[src/rtl/mesh_term_port.sv]
// Mesh terminal adapter: FWFT injection FIFO toward the router plus an
// ejection FSM that acknowledges router packets into a single hold register.
// Injection latency: one cycle push-to-pndng_i_in. Ejection: pndng seen at
// edge N gives popin in cycle N..N+1 and rx_valid from edge N+1.
// Backpressure: full drops pushes (sticky ovf_err); the hold register blocks
// further acks until the agent asserts rx_ack, followed by one gap cycle.
//
// Ports:
//   clk, reset (async active-low)
//   push/push_data/full             agent -> injection FIFO
//   pndng_i_in/data_out_i_in/pop    FIFO head -> router (pop consumes)
//   pndng/data_out/popin            router output -> terminal (popin acks)
//   rx_valid/rx_data/rx_ack         hold register -> agent
//   ovf_err/unf_err                 sticky error flags
//   tx_cnt/rx_cnt                   only when MESH_TERM_STATS_EN is defined
module mesh_term_port #(
  parameter int pckg_sz    = 32,
  parameter int fifo_depth = 4
) (
  input  logic               clk,
  input  logic               reset,
  input  logic               push,
  input  logic [pckg_sz-1:0] push_data,
  output logic               full,
  output logic               pndng_i_in,
  output logic [pckg_sz-1:0] data_out_i_in,
  input  logic               pop,
  input  logic               pndng,
  input  logic [pckg_sz-1:0] data_out,
  output logic               popin,
  output logic               rx_valid,
  output logic [pckg_sz-1:0] rx_data,
  input  logic               rx_ack,
  output logic               ovf_err,
  output logic               unf_err
`ifdef MESH_TERM_STATS_EN
  ,
  output logic [15:0]        tx_cnt,
  output logic [15:0]        rx_cnt
`endif
);

  localparam int PW = (fifo_depth > 1) ? $clog2(fifo_depth) : 1;
  localparam int CW = $clog2(fifo_depth + 1);

  // ---------------------------------------------------------------------------
  // Injection FIFO
  // ---------------------------------------------------------------------------
  logic [pckg_sz-1:0] mem_q [fifo_depth];
  logic [PW-1:0]      wr_ptr_q, wr_ptr_d;
  logic [PW-1:0]      rd_ptr_q, rd_ptr_d;
  logic [CW-1:0]      count_q, count_d;
  logic               ovf_q, ovf_d;
  logic               unf_q, unf_d;
  logic               pop_ok;
  logic               push_ok;

  assign full       = (count_q == CW'(fifo_depth));
  assign pndng_i_in = (count_q != '0);
  // Empty FIFO shows zero so the head is clean during and after reset.
  assign data_out_i_in = pndng_i_in ? mem_q[rd_ptr_q] : '0;

  assign pop_ok  = pop & pndng_i_in;
  // A pop in the same cycle frees the slot, so full does not block the push.
  assign push_ok = push & (~full | pop_ok);

  always_comb begin
    wr_ptr_d = wr_ptr_q;
    rd_ptr_d = rd_ptr_q;
    count_d  = count_q;
    ovf_d    = ovf_q | (push & full & ~pop);
    unf_d    = unf_q | (pop & ~pndng_i_in);
    if (push_ok) wr_ptr_d = wr_ptr_q + PW'(1);
    if (pop_ok)  rd_ptr_d = rd_ptr_q + PW'(1);
    case ({push_ok, pop_ok})
      2'b10:   count_d = count_q + CW'(1);
      2'b01:   count_d = count_q - CW'(1);
      default: count_d = count_q;
    endcase
  end

  always_ff @(posedge clk or negedge reset) begin
    if (!reset) begin
      wr_ptr_q <= '0;
      rd_ptr_q <= '0;
      count_q  <= '0;
      ovf_q    <= 1'b0;
      unf_q    <= 1'b0;
    end else begin
      wr_ptr_q <= wr_ptr_d;
      rd_ptr_q <= rd_ptr_d;
      count_q  <= count_d;
      ovf_q    <= ovf_d;
      unf_q    <= unf_d;
    end
  end

  // Storage needs no reset: the head is masked while the FIFO is empty.
  always_ff @(posedge clk) begin
    if (push_ok) mem_q[wr_ptr_q] <= push_data;
  end

  assign ovf_err = ovf_q;
  assign unf_err = unf_q;

  // ---------------------------------------------------------------------------
  // Ejection FSM
  // ---------------------------------------------------------------------------
  typedef enum logic [1:0] {
    ST_IDLE = 2'd0,
    ST_ACK  = 2'd1,
    ST_HOLD = 2'd2,
    ST_GAP  = 2'd3
  } state_t;

  state_t             state_q, state_d;
  logic               popin_q, popin_d;
  logic               rx_valid_q, rx_valid_d;
  logic [pckg_sz-1:0] rx_data_q, rx_data_d;

  always_comb begin
    state_d   = state_q;
    rx_data_d = rx_data_q;
    case (state_q)
      ST_IDLE: if (pndng) state_d = ST_ACK;
      ST_ACK: begin
        // The router holds data_out steady while popin is high.
        rx_data_d = data_out;
        state_d   = ST_HOLD;
      end
      ST_HOLD: if (rx_ack) state_d = ST_GAP;
      // GAP lets the router refresh pndng before it is sampled again.
      ST_GAP:  state_d = ST_IDLE;
      default: state_d = ST_IDLE;
    endcase
    // Outputs come straight from flops so they are glitch-free.
    popin_d    = (state_d == ST_ACK);
    rx_valid_d = (state_d == ST_HOLD);
  end

  always_ff @(posedge clk or negedge reset) begin
    if (!reset) begin
      state_q    <= ST_IDLE;
      popin_q    <= 1'b0;
      rx_valid_q <= 1'b0;
      rx_data_q  <= '0;
    end else begin
      state_q    <= state_d;
      popin_q    <= popin_d;
      rx_valid_q <= rx_valid_d;
      rx_data_q  <= rx_data_d;
    end
  end

  assign popin    = popin_q;
  assign rx_valid = rx_valid_q;
  assign rx_data  = rx_data_q;

`ifdef MESH_TERM_STATS_EN
  // ---------------------------------------------------------------------------
  // Statistics: accepted router pops and ACK cycles, free-running 16-bit wrap.
  // ---------------------------------------------------------------------------
  logic [15:0] tx_cnt_q, tx_cnt_d;
  logic [15:0] rx_cnt_q, rx_cnt_d;

  always_comb begin
    tx_cnt_d = tx_cnt_q + {15'd0, pop_ok};
    rx_cnt_d = rx_cnt_q + {15'd0, popin_q};
  end

  always_ff @(posedge clk or negedge reset) begin
    if (!reset) begin
      tx_cnt_q <= '0;
      rx_cnt_q <= '0;
    end else begin
      tx_cnt_q <= tx_cnt_d;
      rx_cnt_q <= rx_cnt_d;
    end
  end

  assign tx_cnt = tx_cnt_q;
  assign rx_cnt = rx_cnt_q;
`endif

endmodule

[config.mk]
export PLATFORM = sky130hd
export DESIGN_NAME = mesh_term_port
export DESIGN_NICKNAME = d
export VERILOG_FILES = /design/src/rtl/mesh_term_port.sv
export SDC_FILE = /design/constraint.sdc
export NUM_CORES = 1
export LEC_CHECK = 0
export CORE_MARGIN = 3
export CORE_UTILIZATION = 51
export DETAILED_ROUTE_END_ITERATION = 10
export GPL_ROUTABILITY_DRIVEN = 0
export PLACE_DENSITY = 0.8
export SYNTH_ARGS = -nofsm -noshare
export SYNTH_HDL_FRONTEND = slang
export SYNTH_SLANG_ARGS = --single-unit
[constraint.sdc]
create_clock -name clk -period 3 [get_ports clk]
set_input_delay 0.6 -clock clk [delete_from_list [all_inputs] [get_ports clk]]
set_output_delay 0.6 -clock clk [all_outputs]
set_load 0.005 [all_outputs]
# After elaboration in Yosys (flattened, before gate mapping)
# Memory sizes are Yosys's and may differ from the RTL's.
# Cells that the tools add are included.
# totals
reg_bits	45
ram_bits	128
inputBits	70
out_inout_bits	70
elab_cells	43
mem_count	1
# mem_list
memory	words	width	rd	rd_clocked_by_memory_dff	write_ports	line_no	text
mem_q	4	32	1	0	1	49	logic [pckg_sz-1:0] mem_q [fifo_depth];
# op_classes
n_addsub	4
eq_ne	8
mux	7
bitwise_logic	11
n_reduce_logical	3
# ops
operator	count
$mux 32	1
$eq 2x2->1 const B	4
$pmux 2 s4	1
$eq 2x1->1 const B	3
$pmux 3 s2	1
$and 1x1->1	5
$add 2x1->2 const B	2
$mux 2	2
$add 3x1->3 const B	1
$eq 3x3->1 const B	1
$not 1->1	3
$or 1x1->1	3
$reduce_bool 3->1	1
$sub 3x1->3 const B	1
$logic_not 2->1	1
$mux 1	2
$reduce_bool 2->1	1

# Depth between registers and ports, before layout
# logic_depth
word_depth	6
mapped_depth	8
ltp_nobuf	7

# Least setup slack after synthesis
# Ideal clock, no wire load.
# synth_path
path_kind	input to register
startpoint	in push
endpoint	mem mem_q[0][0], enable pin
setup_ps	392
arrival_time_ps	1835
required_ps	2608
slack_ps	773
stages	3
path_buffers	1
cell_sequence	buf_2 -> nor2b_2 -> and2_1
# synth_between
elab_chain_cells	3
# synth_lines
item	line_no	text
start: declaration	22	input logic push,
$and 1x1->1	65	assign push_ok = push & (~full | pop_ok);
$mux 1	100	if (push_ok) mem_q[wr_ptr_q] <= push_data;
$mux 1 (implied by the code)	100	
end: declaration	49	
# Every way passes these cells.

# Worst setup path in the final report
# layout_path
startpoint	reg rd_ptr_q[0]
endpoint	out data_out_i_in[20]
# layout_between
elab_chain_cells	2
# layout_lines
item	line_no	text
start: declaration	51	logic [PW-1:0] rd_ptr_q, rd_ptr_d;
start signal: assignment	91	rd_ptr_q <= rd_ptr_d;
$mem_v2 4x32	--	
$mux 32	61	assign data_out_i_in = pndng_i_in ? mem_q[rd_ptr_q] : '0;
end: declaration	26	output logic [pckg_sz-1:0] data_out_i_in,
# Every way passes these cells.

==> results.md <==
- Status: completed
- Synth warn: 0
- Most common cell after layout, fill and taps aside: clkdlybuf4s50_1
- Pins Over Slew Limit: 0
- Hold Vio Cnt, Final: 0
- First-pass GRT wire length: ~21000 um
- Core Util, Final: 0.702
- Core Region: 12900 um^2
- Max-slew headroom at the worst pin: 0.343
- Multi-input gate area: about 1700 um^2
- Syn Area/Cell: around 20 um^2
- Clock skew: 0.00548 ns
- Worst EP arrival: 2.33 ns
- Reg2Reg Launch Point: count_q[2]
- Number of synthesized flops with an enable pin: between 100 and 150
- Num CTS Buffers: 17
- CTS H-tree depth: 4
- Synth Register Bits: between 150 and 200
- Seq/Total Area, Yosys: 0.728
- Clock sink count: roughly 170
- Worst Slack Setup Final: between 0.06 and 0.07 ns
- FF-to-FF path depth: 7
- Post-Syn Area: 6830 um^2
- Vias in the first global route: a little under 4000
- Cell variety after synth: 37
- Setup CP Type: reg2out
- Syn nets: 421
- Total routed wirelength: roughly 13000 um
- Worst hold path type: in2async
- Top FF cell, synth: edfxtp_1
- Register area: around 5000 um^2
- Rows: between 40 and 50
- Crit share post-route: 0.978
- Pin count of the biggest net entering global routing: 46
- RSZ-0062 raised after global routing: yes
- Via Count: approximately 3600
- DR vias/cell: around 5.3
- F_max: 341 MHz
- Worst-path clk slew: 0.07 ns
- DRC Markers: 0
- Critical Path RT: 2.40 ns
- Max VDD drop: 559 uV
- Global route overflow: 0
- Area growth syn-to-layout: 32.4%
- Half-perimeter wire length after placement: roughly 8200 um
- Chip width: between 100 and 150 um
- Avg WL per Cell: ~19 um
- Worst hold slack: 0.342 ns
- Max-cap violations: 0
- GRT Total Usage: 0.188
- Worst-Skew Late Latency: 0.42 ns
- Iteration-0 DRC Markers: between 200 and 300
- CP Launch Point: rd_ptr_q[0]
- Crit end category: primary output
- Post-Place Setup Slack: roughly 0.16 ns
- # diodes: 0
- Post-synthesis async set-or-reset flop share: 0.260
- Fill count: approximately 800
- DIE AREA: ~15000 um^2
- I/O pins: 140
- Leak: between 3 and 4 nW
- Final setup viols: 0
- Pwr Density: between 1000 and 1500 nW/um^2
- CP max FO: 15
- Max Root-Sink Buffers: 2
- CTS Root Buffer Type: clkbuf_16
- CTS tree: built
- Ratio of cells with drive above 1 in the final layout: 0.222
- Die Y: 122 um
- Critical Path Source Type: flip-flop
- Routed Antenna Nets: 0
- Initial antenna violation count: 0
- Synth Instances: 343
- IO buf count: between 100 and 150
- Setup TNS: 0 ns
- Min cycle time layout: around 2.9 ns
- Initial Utilization: 0.530
- Fin nets: 570
- Actual slew at the worst max-slew pin: just under 1 ns
- Leading cell types in the layout, fill and taps excluded: clkdlybuf4s50_1, edfxtp_1, dfrtp_1, and2_1, mux2_2
- Drt first pass iters: 4
sequential cells by signal, indices dropped and copies added (netlist names), 2 cells and up:
signal    cells
mem_q       128
wr_ptr_q      2
state_q       2
rd_ptr_q      2
count_q       3
rx_data      32
stage by stage:
stage	instances	instance area (um^2)	total power, mW
final	677	9040	9.32
after global placement	642	8370	6.96
after global routing	677	9040	9.85
after CTS	675	9030	9.42
after detailed placement	642	8370	7.09
after floorplan	343	6830	5.39
synth_stat cells, types with 3 or more instances:
| cell type | instances | area (um^2) |
|---|---|---|
| clkbuf_1 | 4 | 15.0 |
| dfrtp_1 | 45 | 1130 |
| buf_2 | 10 | 50.1 |
| buf_12 | 3 | 60.1 |
| and2_1 | 37 | 231 |
| xnor2_1 | 3 | 26.3 |
| inv_1 | 7 | 26.3 |
| nor2b_1 | 4 | 25.0 |
| mux2_2 | 31 | 349 |
| ha_1 | 7 | 87.6 |
| edfxtp_1 | 128 | 3840 |
| mux4_1 | 4 | 105 |
| mux4_2 | 28 | 631 |
| nor2_1 | 3 | 11.3 |
path summary, 6_finish.rpt:
check | to | slack, ns
max | data_out_i_in[20] | 0.07
min | rx_data[15] | 0.34
max reg2reg | count_q[2] | 0.68
min reg2reg | ovf_err | 0.47
max in group asynchronous | rd_ptr_q[0] | 1.99
min in group clk | ovf_err | 0.47
kinds of logic (layout without fill, tap and decap cells):
group           count (synthesis)  after routing  synth area share
xor+xnor                        5              5           0.00642
simple gates                   54             54            0.0497
compound gates                 12             12            0.0126
fa+ha+maj                       8              8            0.0158
flops                         173            173             0.728
mux                            66             66             0.164
buf+inv                        25            187            0.0238
worst max-delay path, cell delays in order, from the launching register on:
cell and delay [ns]:
dfrtp_2 0.44, bufbuf_16 0.35, mux4_2 0.51, and2_1 0.17, clkdlybuf4s50_1 0.44
what timing repair did:
item	in CTS	in global routing
gates cloned	1	0
hold endpoints to repair	0	0
hold buffers	0	0
endpoints found under the setup margin	19	17
resized for setup	1	1
setup buffers	0	2
power breakdown:
| group | leakage [nW] | switching, mW | internal (mW) |
|---|---|---|---|
| logic | 1.22 | 1.34 | 2.20 |
| clock network | 0.304 | 1.02 | 1.21 |
| registers | 1.70 | 0.273 | 3.27 |
metal layers:
metal | global-route usage | part of all wire | vias to the layer above
met4 | 0.0567 | 0.0097 | 0
met3 | 0.0752 | 0.086 | 12
met5 | 0 | 0 | -
li1 | - | - | 1627
met1 | 0.236 | 0.40 | 1805
met2 | 0.306 | 0.50 | 143
cell type report:
type / instances / share of cell area
Clock inverter: 15 / 0.0216
Inverter: 7 / 0.00291
Timing Repair Buffer: 148 / 0.166
Sequential cell: 173 / 0.550
Clock buffer: 17 / 0.0471
Tap cell: 172 / 0.0238
Multi-Input combinational cell: 145 / 0.188
(Power assumes the default switching activity.)
==> RTL change 1, RTL diff (same settings) <==
Encoding of `state_t`: now one-hot (4 bits for 4 states).
--- a/src/rtl/mesh_term_port.sv
+++ b/src/rtl/mesh_term_port.sv
@@ -108,7 +108,7 @@
   // ---------------------------------------------------------------------------
-  typedef enum logic [1:0] {
-    ST_IDLE = 2'd0,
-    ST_ACK  = 2'd1,
-    ST_HOLD = 2'd2,
-    ST_GAP  = 2'd3
+  typedef enum logic [3:0] {
+    ST_IDLE = 4'b0001,
+    ST_ACK  = 4'b0010,
+    ST_HOLD = 4'b0100,
+    ST_GAP  = 4'b1000
   } state_t;
Formal check against the unedited RTL: no difference found for any inputs over 10 cycles, from zero or initial values and one cycle with reset low; not proved beyond that.
==> RTL change 1 against the unedited design <==
First-iteration DRC count shrank 29%. Clock power grew 13%. Routed wire length shrank 1.9%. Sequential cell count grew 2. Die area is essentially flat. Combinational power shrank 6.5%. Final area grew 1.1%. Hold slack gained 0.016 ns. Register-to-register slack lost 0.03 ns. Power grew 1.1%. Final cell count shrank 1.0%. Area after synthesis is essentially flat. Setup slack gained 0.068 ns. Critical path depth is the same. Critical path type unchanged. Critical endpoint is now data_out_i_in[24].
==> RTL change 1: results (changes against the unedited design) <==
Share of cells above drive strength 1: 0.221 (-0.000899)
P_sw: 2.40 mW (-8.8%)
Startpoint of the worst register-to-register path: count_q[0]
Worst slack, placed: 0.288 ns (+0.132 ns)
Largest net degree at the start of global routing: 48 (+4.3%)
Worst reg-to-reg setup slack: 0.65 ns (-0.03 ns)
R2R depth: 9 (+2)
Worst Tran Pin Value: 1.02 ns (+0.0316 ns)
Synth area leaders: edfxtp_1, dfrtp_1, mux4_2
Fillers: 819 (+1.6%)
Vias in the first global route: 3890 (-0.94%)
Skew final: 0.00483 ns (-0.000651 ns)
Max FO, Critical Path: 12 (-3)
Grt met3 use: 0.0673 (-0.00789)
Vias/cell: 5.24 (-1.1%)
Post-CTS sizing: 0 (-1)
Overall routing resource usage: 0.186 (-0.00196)
DRT iter0 DRCs: 185 (-29%)
Post-synth ARST share: 0.269 (+0.00846)
Outcome: completed
First-pass GRT wire length: 20.7 mm (about the same)
Met2 Resource Use GR: 0.299 (-0.00656)
Dpl hpwl: 8.50 mm (+3.9%)
Static Leakage: 3.27 nW (+1.4%)
Worst VDD drop: 0.636 mV (+14%)
Met1 Use GR: 0.238 (+0.00227)
-- RTL change 1: cell type report --
| class | instances | area share |
|---|---|---|
| inverters | 7 | 0.00288 |
| repair buffers | 148 | 0.169 |
| flip-flops and latches | 175 | 0.550 |
| clock inverters | 15 | 0.0290 |
| clock buffers | 17 | 0.0466 |
| multi-input cells | 136 | 0.179 |
| well taps | 172 | 0.0236 |
-- RTL change 1: cells by family after synthesis --
kind of cell             synth area share
buffers and inverters              0.0246
AO/OA/AOI/OAI                     0.00514
XOR/XNOR                          0.00771
AND/OR/NAND/NOR                    0.0506
flip-flops                          0.736
adder cells (fa/ha/maj)            0.0121
multiplexers                        0.164
-- RTL change 1: critical path: stages, from the launching register on --
cell and delay, ns:
dfrtp_2 0.39, buf_4 0.26, mux4_2 0.57, and2_1 0.18, clkdlybuf4s50_1 0.45
-- RTL change 1: how the worst max path moves through the flow --
| stage | startpoint | to | slack [ns] | cells after the start |
|---|---|---|---|---|
| 5_1_grt | rd_ptr_q[0] | data_out_i_in[24] | 0.04 | 4 |
| 3_5_place_dp | pop | count_q[2] | 0.29 | 10 |
| 2_1_floorplan | pop | mem_q[0][0] | 0.92 | 3 |
| 3_3_place_gp | pop | count_q[2] | 0.38 | 10 |
| 4_1_cts | rd_ptr_q[0] | data_out_i_in[24] | 0.08 | 4 |
| 6_report | rd_ptr_q[0] | data_out_i_in[24] | 0.13 | 4 |
-- RTL change 1: layer usage --
layer / up-vias / wire length [µm]
met4: 0 / 178
met3: 15 / 1000
li1: 1593 / -
met2: 128 / 6310
met5: - / 0
met1: 1776 / 5380
-- RTL change 1: per-stage QoR --
stage	util	std cells	hold slack (ns)	total power [mW]	cell area, µm²
floorplan	-	333	0.304	5.27	6820
global placement	0.658	638	0.463	6.90	8440
detailed placement	0.658	638	0.463	7.00	8440
CTS	0.712	670	0.382	9.55	9130
global route	0.712	670	0.425	9.90	9130
finish	0.712	670	0.358	9.42	9130
-- RTL change 1: power groups by stage --
| stage | sequential (mW) | combinational (mW) | clock (mW) |
|---|---|---|---|
| finish | 3.58 | 3.32 | 2.53 |
| global route | 3.65 | 3.61 | 2.65 |
| CTS | 3.59 | 3.40 | 2.57 |
| detailed placement | 3.62 | 3.38 | 0 |
| global placement | 3.58 | 3.32 | 0 |
| floorplan | 3.56 | 1.70 | 0 |
==> RTL change 2, RTL diff (same flow settings) <==
Made on the original files. Set the parameter `fifo_depth` to 2 (it was 4).
--- a/src/rtl/mesh_term_port.sv
+++ b/src/rtl/mesh_term_port.sv
@@ -17,3 +17,3 @@
   parameter int pckg_sz    = 32,
-  parameter int fifo_depth = 4
+  parameter int fifo_depth = 2
 ) (
Formal check against the unedited RTL: not equivalent (a bounded check fails within 4 cycles, from zero or initial values and one cycle with reset low).
==> RTL change 2 against the unedited design <==
Critical path depth fell by 1. Setup slack better by 0.29 ns. Area after synthesis shrank 41%. Final area is 36% lower. Sequential cell count is 67 lower. Global-route usage about the same. Routed wire length down 38%. Power is 41% lower.
==> RTL change 2: results (changes against the unedited design) <==
Outcome: completed
Post-layout min period: 2.64 ns (-0.293 ns)
H-tree depth: 3 (-1)
Register area share after synthesis: 0.732 (+0.00397)
DRT iter0 DRCs: 120 (-54%)
Compound-Gate Fraction of Synth Area: 0.0145 (+0.00183)
Overall routing resource usage: 0.188 (+0.000240)
Top delay family on crit path: flip-flops
Synth Area in Adders: 0.00924 (-0.00652)
Met1 Use GR: 0.227 (-0.00874)
WHS: 0.367 ns (+0.0244 ns)
Max FO, Critical Path: 33 (+18)
Post-CTS sizing: 0 (-1)
Clk tree area frac: 0.0401 (-0.0286)
Via Count: 2475 (-31%)
Met1 wire length: 3.26 mm (-38%)
Worst Path Arrival: 2.04 ns (-0.29 ns)
Dpl hpwl: 5.74 mm (-30%)
Launch point of the critical path: rd_ptr_q
R2R depth: 3 (-4)
Post-synthesis xor/xnor area fraction: 0.00431 (-0.00210)
Share of cells above drive strength 1: 0.148 (-0.0738)
Delay of the slowest critical-path stage: 0.82 ns (+0.31 ns)
Slowest-stage cell, CP: dfrtp_4
Clock latency on the worst-skew pair: 0.36 ns (-0.06 ns)
Post-synth ARST share: 0.396 (+0.136)
Worst r2r dst: mem_q[0][9]
Nets: 460 (-19%)
First-pass GRT wire length: 12.7 mm (-38%)
WL/cell: 16.5 µm (-15%)
Skew final: 0.0109 ns (+0.00542 ns)
FF+latch area: 2980 µm² (-40%)
Final Util: 0.772 (+0.0696)
Worst Setup EP: data_out_i_in[11]
Post-Place Cells: 475 (-26%)
Worst slack, placed: 0.397 ns (+0.241 ns)
Vias in the first global route: 2637 (-33%)
Post-synthesis mux area share: 0.170 (+0.00669)
Synth unique cells: 28 (-24%)
Placed instance area: 5540 µm² (-34%)
Largest net degree at the start of global routing: 43 (-6.5%)
Seq cells post-synth: 106 (-39%)
Syn_nets: 317 (-25%)
Vias/cell: 5.04 (-4.9%)
CTS clk-pin slew, worst paths: 0.10 ns (+0.03 ns)
Worst reg-to-reg setup slack: 1.12 ns (+0.44 ns)
Worst VDD drop: 0.609 mV (+9.1%)
Synth area leaders: edfxtp_1, dfrtp_1, mux2_2
Multi-In Gates: 122 (-16%)
Startpoint of the worst register-to-register path: count_q[1]
[RTL change 2: changes by cell type in the layout (fill, tap and decap cells not counted), sizes merged, moves of 3 or more]
cell | unedited run | this run
mux4 | 32 | 0
and2 | 37 | 1
inv | 16 | 8
clkbuf | 17 | 9
dfrtp | 45 | 42
clkinv | 5 | 1
nor2b | 5 | 1
edfxtp | 128 | 64
ha | 7 | 3
buf | 9 | 5
mux2i | 1 | 32
nor2 | 3 | 35
[RTL change 2: cell families (layout without fill, tap and decap cells)]
| family | count (synthesis) | after routing |
|---|---|---|
| AOI/OAI and AO/OA | 8 | 8 |
| muxes | 65 | 65 |
| adders and majority gates | 3 | 3 |
| xor gates and xnor gates | 2 | 2 |
| buffers and inverters | 16 | 164 |
| and+or+nand+nor | 44 | 44 |
| DFF | 106 | 106 |
[RTL change 2: power breakdown]
group	internal, mW	switching (mW)	total, mW
clock network	0.486	0.484	0.969
registers	2.04	0.306	2.34
logic	1.38	0.781	2.16
